File: config.mk
export PLATFORM = sky130hd
export DESIGN_NAME = bcd_to_bin_seq
export DESIGN_NICKNAME = d
export VERILOG_FILES = /design/src/rtl/bcd_to_bin_seq.sv
export SDC_FILE = /design/constraint.sdc
export NUM_CORES = 1
export LEC_CHECK = 0
export ABC_AREA = 1
export BUFFER_PORTS_ARGS = -buffer_cell sky130_fd_sc_hd__buf_2
export CELL_PAD_IN_SITES_DETAIL_PLACEMENT = 0
export CELL_PAD_IN_SITES_GLOBAL_PLACEMENT = 1
export CORE_ASPECT_RATIO = 0.6
export CORE_MARGIN = 10
export CORE_UTILIZATION = 36
export CTS_CLUSTER_DIAMETER = 30
export CTS_CLUSTER_SIZE = 10
export DETAILED_ROUTE_END_ITERATION = 8
export PLACE_DENSITY_LB_ADDON = 0.3
export SYNTH_ARGS = -nofsm -noshare
export SYNTH_HDL_FRONTEND = slang
export SYNTH_SLANG_ARGS = --single-unit
File: constraint.sdc
create_clock -name clk -period 6.5 [get_ports clk]
set_input_delay 0 -clock clk [delete_from_list [all_inputs] [get_ports clk]]
set_output_delay 0 -clock clk [all_outputs]
set_load 0.1 [all_outputs]
File: src/rtl/bcd_to_bin_seq.sv
// Digit-serial packed-BCD to binary converter, most significant digit first.
// Each conversion computes acc = acc*10 + digit and flags any digit above 9.
`timescale 1ns/1ps
module bcd_to_bin_seq #(
    parameter int DIGITS = 4,
    parameter int BIN_W  = 14
) (
    input  logic                  clk,
    input  logic                  rst_n,
    input  logic                  in_valid,
    output logic                  in_ready,
    input  logic [4*DIGITS-1:0]   in_bcd,
    output logic                  out_valid,
    input  logic                  out_ready,
    output logic [BIN_W-1:0]      out_bin,
    output logic                  out_err
);

    localparam int CNT_W = (DIGITS > 1) ? $clog2(DIGITS) : 1;

    typedef enum logic [1:0] {
        S_IDLE = 2'd0,
        S_CONV = 2'd1,
        S_DONE = 2'd2
    } state_t;

    state_t                state_q, state_d;
    logic [BIN_W-1:0]      acc_q, acc_d;
    logic                  err_q, err_d;
    logic [CNT_W-1:0]      cnt_q, cnt_d;
    logic [4*DIGITS-1:0]   bcd_q, bcd_d;
    logic [BIN_W-1:0]      bin_q, bin_d;
    logic                  oerr_q, oerr_d;

    logic [3:0]            cur_digit;
    logic [BIN_W-1:0]      acc_next;
    logic                  err_next;
    logic                  last_digit;

    // Mux-based digit select keeps the index width independent of DIGITS.
    function automatic logic [3:0] digit_at(input logic [4*DIGITS-1:0] word,
                                            input logic [CNT_W-1:0]    idx);
        logic [3:0] d;
        d = '0;
        for (int i = 0; i < DIGITS; i++) begin
            if (idx == CNT_W'(i)) begin
                d = word[4*i +: 4];
            end
        end
        return d;
    endfunction

    // Multiply by ten as two shifts and an add; the result wraps mod 2^BIN_W.
    function automatic logic [BIN_W-1:0] mul10_add(input logic [BIN_W-1:0] acc,
                                                   input logic [3:0]       d);
        return (acc << 3) + (acc << 1) + BIN_W'(d);
    endfunction

    assign cur_digit  = digit_at(bcd_q, cnt_q);
    assign acc_next   = mul10_add(acc_q, cur_digit);
    assign err_next   = err_q | (cur_digit > 4'd9);
    assign last_digit = (cnt_q == '0);

    always_ff @(posedge clk or negedge rst_n) begin
        if (!rst_n) begin
            state_q <= S_IDLE;
            acc_q   <= '0;
            err_q   <= 1'b0;
            cnt_q   <= '0;
            bcd_q   <= '0;
            bin_q   <= '0;
            oerr_q  <= 1'b0;
        end else begin
            state_q <= state_d;
            acc_q   <= acc_d;
            err_q   <= err_d;
            cnt_q   <= cnt_d;
            bcd_q   <= bcd_d;
            bin_q   <= bin_d;
            oerr_q  <= oerr_d;
        end
    end

    always_comb begin
        state_d = state_q;
        case (state_q)
            S_IDLE: if (in_valid)   state_d = S_CONV;
            S_CONV: if (last_digit) state_d = S_DONE;
            S_DONE: if (out_ready)  state_d = S_IDLE;
            default:                state_d = S_IDLE;
        endcase
    end

    // Datapath next-state; the result registers load only on the final digit.
    always_comb begin
        acc_d  = acc_q;
        err_d  = err_q;
        cnt_d  = cnt_q;
        bcd_d  = bcd_q;
        bin_d  = bin_q;
        oerr_d = oerr_q;
        case (state_q)
            S_IDLE: begin
                if (in_valid) begin
                    bcd_d = in_bcd;
                    acc_d = '0;
                    err_d = 1'b0;
                    cnt_d = CNT_W'(DIGITS - 1);
                end
            end
            S_CONV: begin
                acc_d = acc_next;
                err_d = err_next;
                if (last_digit) begin
                    bin_d  = acc_next;
                    oerr_d = err_next;
                end else begin
                    cnt_d = cnt_q - 1'b1;
                end
            end
            default: ;
        endcase
    end

    always_comb begin
        in_ready  = (state_q == S_IDLE);
        out_valid = (state_q == S_DONE);
        out_bin   = bin_q;
        out_err   = oerr_q;
    end

endmodule

==> results_dict.tcl <==
set metrics [dict create \
    setup_violations 0 \
    critPathKind "flip-flop to flip-flop" \
    cts_tree "built" \
    worstRegToRegCells 16 \
    yosys.cell_types.count 31 \
    min_path_type "primary input to flip-flop" \
    syn-cell-area_um2 2880 \
    synth_fa_ha_area_frac 0.127 \
    area_growth_pct 20.8 \
    synth_top_family_by_area "simple AND/OR/NAND/NOR gates" \
    ctsResizeCount 0 \
    ys_seq_area_frac 0.425 \
    yosysTopAreaCellShare 0.425 \
    place_hpwl_um 5470 \
    reg2reg_slack_ns 3.38 \
    antenna_cells 0 \
    cp-start-kind "flip-flop" \
    synth-async-reset-ratio 1.00 \
    post_cts_buffers 0 \
    worstPathMaxFanout 6 \
    synth_top_cells_by_area "dfrtp_1 43%, nand2_1 18%, ha_1 11%" \
    register_area_um2 1230 \
    rows 25 \
    overflow 0 \
    synth_most_common_cell "nand2_1" \
    numCtsBuffers 5 \
    nets 468 \
    drv_cap 0 \
    drive_above_1_share 0.128 \
    post-route-period-util 0.480 \
    avgSynthCellArea_um2 7.90 \
    synth-main-ff-cell "dfrtp_1" \
    end_kind "flip-flop" \
    n_fill_cell 811 \
    cts_buffer_depth 2 \
    insertion_delay_ns 0.29 \
    drv_slew 0 \
    hold_depth 4 \
    min_to "bcd_q[12]" \
    fin_skew_ns 0.00612 \
    antenna_found_initial 0 \
    synth_top_area_cell "dfrtp_1" \
    hold_violations 0 \
    worstReg2RegStart "cnt_q[0]" \
    finalSetupTns_ns 0 \
    worstHoldStart "in_valid" \
    num_vias 2449 \
    clock-sinks 49 \
    synth.area.mux_share 0 \
    vias_per_cell 4.63 \
    start_util 0.369 \
    outcome "finished, final reports clean" \
    grt_pass1_vias 2462 \
    yosys-top-cells-count "135 x nand2_1, 49 x dfrtp_1, 43 x inv_1" \
    worstMarginPinSlew_ns 0.933 \
    io_pins 37 \
    synth_xor_area_frac 0.0152 \
    arrival_ns 3.30 \
    ant_nets 0 \
    synthCells 365 \
    clk_pin_slew_ns 0.07 \
    cts_hold_buf 18 \
    grt_usage 0.128 \
    ys_warn_count 0 \
    wl_per_cell_um 13.7 \
    remaining_drc_errors 0 \
    min_period_ns 3.12 \
    reg2reg_to "acc_q[10]" \
    worst-endpoint-required_ns 6.67 \
    wl_um 7250 \
    htree_levels 2 \
    slew_headroom 0.376 \
    max_freq_ghz 0.320 \
    synth-edff-count 0 \
    drt-pass1-iter-count 4 \
    grt_pass1_wl_um 12500 \
    die-area_um2 12100 \
    grt_max_degree 50 \
    die_y_um 89.3 \
    multi_input_area_um2 1420 \
    drt_iter0_drc 172 \
    core_area_um2 7820 \
    cts-root-buf "clkbuf_16" \
    rsz0062_at_grt "false" \
    die_w_um 136 \
    place.gp.congestion 0.827 \
    io_buffers 36 \
    syn_nets 413 \
    synth-simple-area-share 0.267 \
    synth_compound_area_frac 0.0829 \
    ys_seq_elements 49 \
]
flip-flops by register name (all words and copies together) (netlist names):
signal and cells:
acc_q 13, bcd_q 16, cnt_q 2, err_q 1
out_bin 14, out_err 1, state_q 2
worst max-delay path by stage:
stage | end | start | slack (ns)
floorplan | out_bin[8] | cnt_q[0] | 3.70
global placement | acc_q[8] | cnt_q[0] | 3.51
detailed placement | acc_q[10] | cnt_q[0] | 3.42
CTS | acc_q[10] | cnt_q[0] | 3.39
global route | acc_q[8] | cnt_q[0] | 3.07
finish | acc_q[10] | cnt_q[0] | 3.38
placed cells by master (no fill, tap or decap), drive strengths merged, types with 2 or more instances in the layout:
cell         instances
nand2              137
dfrtp               49
inv                 47
buf                 37
nand3               27
ha                  26
dlygate4sd3         18
o21ai               18
a21oi               17
nor2                16
clkbuf               7
o22ai                3
nand4                3
xnor2                3
o21bai               2
xor2                 2
fa                   2
final cells by class:
| class | count | area share |
|---|---|---|
| inverters | 47 | 0.0514 |
| clock inverters | 1 | 0.00144 |
| flip-flops and latches | 49 | 0.352 |
| well taps | 108 | 0.0388 |
| clock buffers | 7 | 0.0438 |
| multi-input cells | 262 | 0.407 |
| repair buffers | 55 | 0.106 |
metrics by stage:
stage | hold slack (ns) | setup slack [ns] | utilization | instances | instance area, µm²
6_report | 0.194 | 3.38 | 0.445 | 529 | 3480
5_1_grt | 0.221 | 3.07 | 0.445 | 529 | 3480
4_1_cts | 0.184 | 3.39 | 0.445 | 529 | 3480
3_5_place_dp | 0.152 | 3.42 | 0.402 | 503 | 3150
3_3_place_gp | 0.148 | 3.51 | 0.402 | 503 | 3150
2_1_floorplan | -0.296 | 3.70 | - | 365 | 2880
kinds of logic after synthesis:
family | Yosys count
AO/OA/AOI/OAI | 44
flip-flops | 49
XOR/XNOR | 5
AND/OR/NAND/NOR | 185
adder cells (fa/ha/maj) | 28
buffers and inverters | 54
layer usage:
metal  track usage  share of wire  vias up
met5             0              0        -
met4        0.0263         0.0055        0
met3        0.0393          0.070        5
met2         0.169           0.36       64
met1         0.195           0.56     1112
li1              -              -     1268
critical path, stage by stage, from the launching register on:
cell      delay, ns
dfrtp_1        0.43
inv_1          0.10
ha_1           0.34
nand3_1        0.11
nand2_1        0.09
nand3_1        0.06
nand2_1        0.08
inv_1          0.05
fa_1           0.48
inv_1          0.07
fa_1           0.49
nand3_1        0.11
nand3_1        0.15
nand3_1        0.15
nand3b_1       0.12
nand3_1        0.10
o21ai_0        0.07
Power is not shown: default switching activity piles up to over one toggle a cycle in this logic, so the estimate is an artifact.
